==> config.mk <==
export PLATFORM = sky130hd
export DESIGN_NAME = match_sequencer
export DESIGN_NICKNAME = d
export VERILOG_FILES = /design/src/rtl/game_pkg.sv /design/src/rtl/edge_detect.sv /design/src/rtl/match_sequencer.sv
export SDC_FILE = /design/constraint.sdc
export NUM_CORES = 1
export LEC_CHECK = 0
export CAP_MARGIN = 10
export CORE_UTILIZATION = 57
export DETAILED_ROUTE_END_ITERATION = 16
export DONT_BUFFER_PORTS = 1
export HOLD_SLACK_MARGIN = 0.08
export PLACE_DENSITY_LB_ADDON = 0.15
export SLEW_MARGIN = 10
export SYNTH_ARGS = -nofsm -noshare
export SYNTH_HDL_FRONTEND = slang
export SYNTH_HIERARCHICAL = 1
export SYNTH_SLANG_ARGS = --single-unit
==> constraint.sdc <==
create_clock -name clk65MHz -period 2.9 [get_ports clk65MHz]
set_clock_uncertainty 0.05 [all_clocks]
set_input_delay 0.58 -clock clk65MHz [delete_from_list [all_inputs] [get_ports clk65MHz]]
set_output_delay 0.58 -clock clk65MHz [all_outputs]
set_load 0.03 [all_outputs]
==> src/rtl/game_pkg.sv <==
// Shared types, constants and helpers for the match sequencer.
package game_pkg;

    typedef enum logic [2:0] {
        MENU,
        READY,
        COUNTDOWN,
        PLAY,
        PAUSED,
        GAME_OVER
    } seq_state_t;

    localparam logic PLAYER_1    = 1'b0;
    localparam logic PLAYER_2    = 1'b1;
    localparam logic MODE_SINGLE = 1'b0;
    localparam logic MODE_MULTI  = 1'b1;

    // Screen/status lines that follow directly from the state and mode flag
    typedef struct packed {
        logic idle;
        logic single;
        logic multi;
        logic paused;
        logic over;
    } screen_t;

    function automatic int unsigned max_u(input int unsigned a, input int unsigned b);
        return (a > b) ? a : b;
    endfunction

    // Status lines shown while sitting in state s with mode flag m
    function automatic screen_t screen_decode(input seq_state_t s, input logic m);
        screen_t v;
        v        = '0;
        v.idle   = (s == MENU);
        v.single = (s != MENU) && (m == MODE_SINGLE);
        v.multi  = (s != MENU) && (m == MODE_MULTI);
        v.paused = (s == PAUSED);
        v.over   = (s == GAME_OVER);
        return v;
    endfunction

endpackage

==> src/rtl/edge_detect.sv <==
// Rising-edge detector for a debounced button level.
module edge_detect (
    input  logic clk65MHz,
    input  logic rst,
    input  logic in,
    output logic rise
);

    logic r_prev;

    // Remember last cycle's level
    always_ff @(posedge clk65MHz) begin
        if (rst) begin
            r_prev <= 1'b0;
        end else begin
            r_prev <= in;
        end
    end

    assign rise = in & ~r_prev;

endmodule

==> src/rtl/match_sequencer.sv <==
// Game scheduler: menu, serve ownership, countdown, pause and game-over.
module match_sequencer
    import game_pkg::*;
#(
    parameter int unsigned WIN_POINTS        = 15,
    parameter int unsigned FRAMES_PER_DIGIT  = 60,
    parameter int unsigned AUTO_SERVE_FRAMES = 300
) (
    input  logic       clk65MHz,
    input  logic       rst,
    input  logic       end_of_frame,
    input  logic       btn_start,
    input  logic       btn_mode,
    input  logic       btn_serve_p1,
    input  logic       btn_serve_p2,
    input  logic       btn_pause,
    input  logic [3:0] points_player_1,
    input  logic [3:0] points_player_2,
    output logic       screen_idle,
    output logic       screen_single,
    output logic       screen_multi,
    output logic       serve,
    output logic       frame_tick,
    output logic       server,
    output logic [1:0] countdown_digit,
    output logic       paused,
    output logic       game_over,
    output logic       winner
);

    localparam int unsigned CNT_MAX = max_u(FRAMES_PER_DIGIT, AUTO_SERVE_FRAMES);
    localparam int unsigned CNT_W   = $clog2(CNT_MAX + 1);
    localparam int unsigned PTS_W   = 4;

    logic w_rise_start;
    logic w_rise_mode;
    logic w_rise_s1;
    logic w_rise_s2;
    logic w_rise_pause;

    edge_detect u_ed_start (.clk65MHz(clk65MHz), .rst(rst), .in(btn_start),    .rise(w_rise_start));
    edge_detect u_ed_mode  (.clk65MHz(clk65MHz), .rst(rst), .in(btn_mode),     .rise(w_rise_mode));
    edge_detect u_ed_s1    (.clk65MHz(clk65MHz), .rst(rst), .in(btn_serve_p1), .rise(w_rise_s1));
    edge_detect u_ed_s2    (.clk65MHz(clk65MHz), .rst(rst), .in(btn_serve_p2), .rise(w_rise_s2));
    edge_detect u_ed_pause (.clk65MHz(clk65MHz), .rst(rst), .in(btn_pause),    .rise(w_rise_pause));

    seq_state_t        r_state;
    seq_state_t        r_ret;
    logic              r_mode;
    logic              r_server;
    logic              r_winner;
    logic [1:0]        r_digit;
    logic [CNT_W-1:0]  r_cnt;
    logic              r_serve;
    logic              r_pend;
    logic              r_pend_who;
    logic              r_pend_win;
    screen_t           r_scr;
    logic [PTS_W-1:0]  r_p1_prev;
    logic [PTS_W-1:0]  r_p2_prev;

    logic w_p1_pt;
    logic w_p2_pt;
    logic w_score;
    logic w_scorer;
    logic w_win;
    logic w_serve_ok;
    logic w_mode_next;
    logic w_pause_entry;
    logic w_apply;
    logic w_apply_who;
    logic w_apply_win;

    // A point is exactly a +1 step; widened so 15 -> 0 is not mistaken for one
    assign w_p1_pt  = ({1'b0, points_player_1} == ({1'b0, r_p1_prev} + 5'd1));
    assign w_p2_pt  = ({1'b0, points_player_2} == ({1'b0, r_p2_prev} + 5'd1));
    assign w_score  = w_p1_pt | w_p2_pt;
    assign w_scorer = w_p1_pt ? PLAYER_1 : PLAYER_2;
    assign w_win    = w_p1_pt ? (points_player_1 == PTS_W'(WIN_POINTS))
                              : (points_player_2 == PTS_W'(WIN_POINTS));

    assign frame_tick = end_of_frame & (r_state != PAUSED);

    // Single mode always serves from player 1's button
    assign w_serve_ok = (r_mode == MODE_SINGLE || r_server == PLAYER_1) ? w_rise_s1 : w_rise_s2;

    assign w_mode_next   = (r_state == MENU && w_rise_mode) ? ~r_mode : r_mode;
    assign w_pause_entry = w_rise_pause &&
                           (r_state == READY || r_state == COUNTDOWN || r_state == PLAY);

    // A point acts immediately in PLAY, or at resume for anything collected while paused
    assign w_apply     = (r_state == PLAY && w_score && !w_rise_pause) ||
                         (r_state == PAUSED && w_rise_pause && (w_score || r_pend));
    assign w_apply_who = w_score ? w_scorer : r_pend_who;
    assign w_apply_win = w_score ? w_win : r_pend_win;

    // Registered copies of the point counters
    always_ff @(posedge clk65MHz) begin
        if (rst) begin
            r_p1_prev <= '0;
            r_p2_prev <= '0;
        end else begin
            r_p1_prev <= points_player_1;
            r_p2_prev <= points_player_2;
        end
    end

    // Match state machine with registered outputs
    always_ff @(posedge clk65MHz) begin
        if (rst) begin
            r_state    <= MENU;
            r_ret      <= MENU;
            r_mode     <= MODE_SINGLE;
            r_server   <= PLAYER_1;
            r_winner   <= PLAYER_1;
            r_digit    <= '0;
            r_cnt      <= '0;
            r_serve    <= 1'b0;
            r_pend     <= 1'b0;
            r_pend_who <= PLAYER_1;
            r_pend_win <= 1'b0;
            r_scr      <= screen_decode(MENU, MODE_SINGLE);
        end else begin
            r_serve <= 1'b0;
            if (w_pause_entry) begin
                r_state <= PAUSED;
                r_ret   <= r_state;
                r_scr   <= screen_decode(PAUSED, r_mode);
                if (r_state == PLAY && w_score) begin
                    r_pend     <= 1'b1;
                    r_pend_who <= w_scorer;
                    r_pend_win <= w_win;
                end
            end else if (w_apply) begin
                r_server <= ~w_apply_who;
                r_pend   <= 1'b0;
                r_digit  <= '0;
                r_cnt    <= '0;
                if (w_apply_win) begin
                    r_state  <= GAME_OVER;
                    r_winner <= w_apply_who;
                    r_scr    <= screen_decode(GAME_OVER, r_mode);
                end else begin
                    r_state <= READY;
                    r_scr   <= screen_decode(READY, r_mode);
                end
            end else begin
                case (r_state)
                    MENU: begin
                        r_mode <= w_mode_next;
                        if (w_rise_start) begin
                            r_state  <= READY;
                            r_server <= PLAYER_1;
                            r_cnt    <= '0;
                            r_scr    <= screen_decode(READY, w_mode_next);
                        end
                    end
                    READY: begin
                        if (w_serve_ok ||
                            (frame_tick && r_cnt == CNT_W'(AUTO_SERVE_FRAMES - 1))) begin
                            r_state <= COUNTDOWN;
                            r_cnt   <= '0;
                            r_digit <= 2'd3;
                            r_scr   <= screen_decode(COUNTDOWN, r_mode);
                        end else if (frame_tick) begin
                            r_cnt <= r_cnt + CNT_W'(1);
                        end
                    end
                    COUNTDOWN: begin
                        if (frame_tick) begin
                            if (r_cnt == CNT_W'(FRAMES_PER_DIGIT - 1)) begin
                                r_cnt <= '0;
                                if (r_digit == 2'd1) begin
                                    r_state <= PLAY;
                                    r_digit <= '0;
                                    r_serve <= 1'b1;
                                    r_scr   <= screen_decode(PLAY, r_mode);
                                end else begin
                                    r_digit <= r_digit - 2'd1;
                                end
                            end else begin
                                r_cnt <= r_cnt + CNT_W'(1);
                            end
                        end
                    end
                    PLAY: begin
                        r_state <= PLAY;
                    end
                    PAUSED: begin
                        if (w_rise_pause) begin
                            r_state <= r_ret;
                            r_scr   <= screen_decode(r_ret, r_mode);
                        end else if (w_score) begin
                            r_pend     <= 1'b1;
                            r_pend_who <= w_scorer;
                            r_pend_win <= w_win;
                        end
                    end
                    GAME_OVER: begin
                        if (w_rise_start) begin
                            r_state  <= MENU;
                            r_winner <= PLAYER_1;
                            r_scr    <= screen_decode(MENU, r_mode);
                        end
                    end
                    default: begin
                        r_state <= MENU;
                        r_scr   <= screen_decode(MENU, r_mode);
                    end
                endcase
            end
        end
    end

    assign screen_idle     = r_scr.idle;
    assign screen_single   = r_scr.single;
    assign screen_multi    = r_scr.multi;
    assign paused          = r_scr.paused;
    assign game_over       = r_scr.over;
    assign serve           = r_serve;
    assign server          = r_server;
    assign winner          = r_winner;
    assign countdown_digit = r_digit;

endmodule

# Word-level counts from Yosys, hierarchy flattened
# Index checks and enable logic that the tools add are counted.
# word_totals
inputBits,16
register_bits,42
output_inout_bits,11
# classes
reduce_logical,40
mux,64
n_addsub,4
eq_ne,37
bitwise,21
# op_table
operator,count
9-bit two-way mux,6
5-bit two-way mux,9
1-bit two-way mux,30
3-bit two-way mux,10
5-bit case mux with 6 select lines,1
9-bit case mux with 3 select lines,1
"4-bit by 3-bit inequality test with 1-bit output, second input constant",6
3-bit case mux with 6 select lines,1
8-bit AND reduction,2
"3-bit by 2-bit inequality test with 1-bit output, second input constant",5
1-bit NOT,14
7-bit AND reduction,2
"3-bit equality test, second input constant",4
"3-bit inequality test, second input constant",4
4-bit AND reduction,3
3-bit nonzero test,4
"4-bit by 1-bit adder with 5-bit output, second input constant",2
4-bit by 5-bit equality test with 1-bit output,2
2-bit two-way mux,5
5-bit AND reduction,2
"9-bit by 1-bit adder with 9-bit output, second input constant",1
"9-bit by 6-bit equality test with 1-bit output, second input constant",1
"9-bit equality test, second input constant",1
1-bit logical AND,9
other kinds (20),41

# Longest topological paths before layout
# depth
depth_word,9
depth_mapped,9
depth_no_buf,8

# By module
# The synthesis kept the hierarchy.
# by_module_without_submodules
mod,area_each_um2,seq_area_each_um2,n_inst,cells_each
match_sequencer,2168.3,740.7,1,280
edge_detect,47.5,20.0,5,3

# Worst setup path before layout
# OpenSTA, ideal clock, no wires.
# synth_path
path_kind,reg-to-reg
startpoint,reg r_p2_prev[0]
endpoint,reg r_cnt[8]
stages_incl_launch_ff,10
arrival_time_ns,2.566
period_less_slack_ns,2.691
setup_slack_ns,0.209
setup_time_ns,0.075
t_required_ns,2.775
cell_sequence,dfxtp_1 > ha_1 > o21ba_1 > a22oi_1 > nand4_2 > a2111o_1 > a31o_1 > buf_6 > or4_1 > o22ai_1
# synth_via
elab_chain_len,8
elab_cells_between_ends,14
# synth_lines
item,line,source
"start, declared",match_sequencer.sv:60,logic [PTS_W-1:0] r_p2_prev;
"start signal, assigned",match_sequencer.sv:104,r_p2_prev <= points_player_2;
4-bit by 1-bit adder with 5-bit output *,match_sequencer.sv:76,"assign w_p2_pt = ({1'b0, points_player_2} == ({1'b0, r_p2_prev} + 5'd1));"
4-bit by 5-bit equality test with 1-bit output *,match_sequencer.sv:76,
1-bit bitwise OR *,match_sequencer.sv:77,assign w_score = w_p1_pt | w_p2_pt;
1-bit logical AND or 1-bit logical OR (tied branches),"match_sequencer.sv:92, match_sequencer.sv:93",
"1-bit logical AND, on equally long branches","match_sequencer.sv:92, match_sequencer.sv:93",
1-bit logical OR *,match_sequencer.sv:92,assign w_apply = (r_state == PLAY && w_score && !w_rise_pause) ||
4-bit by 3-bit inequality test with 1-bit output (no source line) (tied with other cells),--,
5-bit AND reduction (no source line),--,
"end signal, assigned",match_sequencer.sv:166,r_cnt <= r_cnt + CNT_W'(1);
"end signal, assigned",match_sequencer.sv:182,r_cnt <= r_cnt + CNT_W'(1);
"end, declared",match_sequencer.sv:53,logic [CNT_W-1:0] r_cnt;
# Mark *: on every way between the ends. The rest lies on a longest branch, timed or not.
# A chain may end at the register's enable or synchronous reset.

# Worst setup path in the final report
# layout_path
startpoint,reg r_p2_prev[0]
endpoint,"reg r_winner, in the netlist winner"
# layout_via
elab_chain_len,8
elab_cells_between_ends,16
# layout_lines
item,line,source
4-bit by 1-bit adder with 5-bit output *,match_sequencer.sv:76,
4-bit by 5-bit equality test with 1-bit output *,match_sequencer.sv:76,
1-bit bitwise OR *,match_sequencer.sv:77,
1-bit logical AND or 1-bit logical OR (tied branches),"match_sequencer.sv:92, match_sequencer.sv:93",
"1-bit logical AND, on equally long branches","match_sequencer.sv:92, match_sequencer.sv:93",
1-bit logical OR,match_sequencer.sv:92,
2-bit by 1-bit inequality test with 1-bit output (no source line) or 2-bit nonzero test (tied branches),--,
4-bit AND reduction (no source line),--,
"end signal, assigned",match_sequencer.sv:141,r_winner <= w_apply_who;
"end, declared",match_sequencer.sv:51,logic r_winner;
# Mark *: on every way between the ends. The rest lies on a longest branch, timed or not. The select of a mux whose other input is x is not followed.

==> impl_metrics.json <==
{
  "min-delay-start": "rst",
  "ctsResizeCount": 0,
  "antenna_found_initial": 0,
  "start_util": 0.597,
  "synth_seq_cells": 42,
  "io_pins": 27,
  "instances_no_fill": 351,
  "drtPass1Iterations": 4,
  "clock.fmax_ghz": 0.367,
  "fp.dieH_um": 67.0,
  "cts_inserted_buffers": 5,
  "die_x_um": 67.0,
  "grt_pass1_vias": 2059,
  "synth.avg_cell_area_um2": 8.16,
  "cp_num_buf_inv": 0,
  "dp.cells": 344,
  "slowest_delay_ns": 0.54,
  "wl_per_cell_um": 14.9,
  "p_seq_frac": 0.423,
  "cts.path.max_buffers": 2,
  "row_count": 23,
  "clock-root-buffer": "clkbuf_8",
  "rsz0062_at_grt": "false",
  "grt_first_pass_wirelength_mm": 8.85,
  "slew_headroom": 0.622,
  "p_per_area_nw_per_um2": 739,
  "hold_viol": 0,
  "period_share": 0.939,
  "cp_top_family": "compound AO/OA/AOI/OAI gates",
  "dp_hpwl_mm": 3.78,
  "gr-total-overflow": 0,
  "rrSetupSlack_ns": 0.18,
  "fp.coreArea_um2": 4030,
  "reg2reg_depth": 8,
  "ir_drop_v": 0.000306,
  "fill_cells": 367,
  "drc_errors": 0,
  "worstReg2RegStart": "r_p2_prev[0]",
  "syn-num-nets": 315,
  "seq_area_frac_synth": 0.349,
  "holdBufCountCts": 0,
  "clkPwrFrac": 0.187,
  "dieArea_um2": 4480,
  "period_minus_slack_ns": 2.72,
  "diodes": 0,
  "netlist_area_um2": 2410,
  "post_cts_buffers": 0,
  "setup_viol": 0,
  "cts-htree-levels": 2,
  "ys.flop_type": "dfxtp_1",
  "io_buffer_count": 0,
  "hp-class": "in -> reg",
  "synth_edf_count": 0,
  "clk_latency_ns": 0.29,
  "routed_via_density": 6.15,
  "required_ns": 3.03,
  "fin_nets": 321,
  "ys_types": 56,
  "worst_pin_slew_ns": 0.563,
  "setup_tns_ns": 0,
  "crit_path_max_fanout": 7,
  "maxSlewViolCount": 0,
  "cp_cell_sequence": "ha_1 > o21ba_1 > a22oi_1 > nand4_2 > a2111o_1 > a221oi_1 > o221ai_1 > mux2i_1",
  "worstSetupEndpointType": "register",
  "holdPathEnd": "u_ed_pause/r_prev",
  "swShare": 0.406,
  "r2r_end": "winner",
  "yosysWarnings": 6,
  "combinationalPowerShare": 0.389,
  "syn_inst": 295,
  "grt_start_max_net_pins": 39,
  "leakage_nw": 0.993,
  "wirelength_mm": 5.24,
  "drt_iter0_drc": 194,
  "detail-route-antenna-nets": 0,
  "async_reset_ff_frac": 0,
  "critPathArrivalTime_ns": 2.85,
  "p_switching_mw": 0.772,
  "crit_type": "reg -> reg",
  "clock-sinks": 42,
  "grt_usage": 0.261,
  "num_vias": 2157,
  "p_int_mw": 1.13,
  "crit_path_start_kind": "register",
  "routabilityCongestion": 0.892,
  "layout-drive-gt1-share": 0.116,
  "cp_slowest_cell": "a2111o_1",
  "hold_depth": 1,
  "area_delta_synth_final_pct": 6.97,
  "cts_tree": "done",
  "path_clk_slew_ns": 0.08,
  "outcome": "completed",
  "drv_cap": 0
}
[cells in the final DEF (no fill, tap or decap), drive strengths merged, types with 6 or more instances in the layout]
| cell | count |
|---|---|
| a31oi | 6 |
| dfxtp | 42 |
| inv | 10 |
| nor2 | 13 |
| nor2b | 23 |
| a21oi | 26 |
| clkbuf | 7 |
| xnor2 | 8 |
| nand2 | 44 |
| nor3 | 9 |
| o21ai | 14 |
| buf | 11 |
| nand3 | 11 |
[metal layers]
| layer | vias up | track usage | share of wire | wire length [um] |
|---|---|---|---|---|
| li1 | 1078 | - | - | - |
| met1 | 1005 | 0.317 | 0.46 | 2400 |
| met2 | 62 | 0.427 | 0.46 | 2420 |
| met3 | 12 | 0.0702 | 0.055 | 289 |
| met4 | 0 | 0.114 | 0.024 | 126 |
| met5 | - | 0 | 0 | 0 |
[synth_stat cells (2+ instances only)]
| master | count | area (um2) |
|---|---|---|
| a21oi_1 | 26 | 130 |
| a221oi_1 | 2 | 17.5 |
| a22oi_1 | 2 | 15.0 |
| a311oi_1 | 4 | 35.0 |
| a31oi_1 | 6 | 37.5 |
| and2_1 | 3 | 18.8 |
| and4_1 | 2 | 17.5 |
| clkbuf_1 | 9 | 33.8 |
| dfxtp_1 | 42 | 841 |
| ha_1 | 4 | 50.1 |
| inv_1 | 10 | 37.5 |
| mux2i_1 | 4 | 40.0 |
| nand2_1 | 44 | 165 |
| nand2b_1 | 2 | 12.5 |
| nand3_1 | 11 | 55.1 |
| nand3b_1 | 2 | 15.0 |
| nand4_1 | 3 | 18.8 |
| nand4_2 | 2 | 25.0 |
| nor2_1 | 13 | 48.8 |
| nor2b_1 | 13 | 81.3 |
| nor2b_4 | 10 | 138 |
| nor3_1 | 8 | 40.0 |
| nor4_1 | 3 | 18.8 |
| o211ai_1 | 2 | 15.0 |
| o21ai_0 | 13 | 65.1 |
| o21ba_1 | 2 | 20.0 |
| o22ai_1 | 3 | 18.8 |
| o31ai_1 | 4 | 30.0 |
| o32ai_1 | 3 | 26.3 |
| or2_2 | 3 | 18.8 |
| or3_1 | 5 | 31.3 |
| or4_1 | 3 | 22.5 |
| xnor2_1 | 8 | 70.1 |
| xor2_1 | 2 | 17.5 |
[worst reg2reg max path, delay by kind of cell (launching register included)]
kind	cells	cell delay [ns]
compound gates	5	1.68
fa+ha+maj	1	0.24
flops	1	0.34
mux	1	0.17
simple gates	1	0.13
[worst max path at each step]
stage | start | end | slack (ns) | cells past startpoint
after floorplan | r_p2_prev[0] | r_cnt[8] | 0.21 | 9
final | r_p2_prev[0] | winner | 0.18 | 8
after global placement | r_p2_prev[0] | winner | 0.23 | 8
after CTS | r_p2_prev[0] | winner | 0.17 | 8
after global routing | r_p2_prev[0] | winner | 0.005 | 8
after detailed placement | r_p2_prev[0] | winner | 0.20 | 8
[power by group through the flow]
| stage | combinational, mW | clock (mW) | sequential [mW] |
|---|---|---|---|
| after floorplan | 0.576 | 0 | 0.791 |
| after global placement | 0.723 | 0 | 0.817 |
| after detailed placement | 0.732 | 0 | 0.817 |
| after CTS | 0.735 | 0.365 | 0.805 |
| after global routing | 0.828 | 0.389 | 0.817 |
| final | 0.741 | 0.356 | 0.806 |
[sequential cells by signal, summed over array words and instances, names as in the netlist, 2 cells and up]
signal	flops
countdown_digit	2
r_p2_prev	4
r_p1_prev	4
r_ret	3
r_cnt	9
r_state	3
[cell families (layout without fill, tap and decap cells)]
group | Yosys count | count (layout) | synth area share
mux | 4 | 4 | 0.0166
compound gates | 80 | 80 | 0.218
buf+inv | 23 | 29 | 0.0395
fa+ha+maj | 4 | 4 | 0.0208
flops | 42 | 42 | 0.349
xor+xnor | 10 | 10 | 0.0364
simple gates | 132 | 132 | 0.319
[final cells by class]
type,count,area (um2),share of cell area
inverter,11,41.3,0.0160
clock buffer,7,76.3,0.0297
timing repair buffer,11,82.6,0.0321
multi-input combinational,230,1470,0.571
tap,50,62.6,0.0243
sequential,42,841,0.327
[metrics by stage]
stage	power, mW	instance area, um2	hold WS, ns	worst slack [ns]	utilization
3_3_place_gp	1.54	2500	0.414	0.230	0.620
2_1_floorplan	1.37	2410	0.399	0.209	-
4_1_cts	1.91	2570	0.282	0.174	0.639
3_5_place_dp	1.55	2500	0.422	0.198	0.620
5_1_grt	2.03	2570	0.268	0.00467	0.639
6_report	1.90	2570	0.288	0.176	0.639
(Power assumes the default switching activity.)
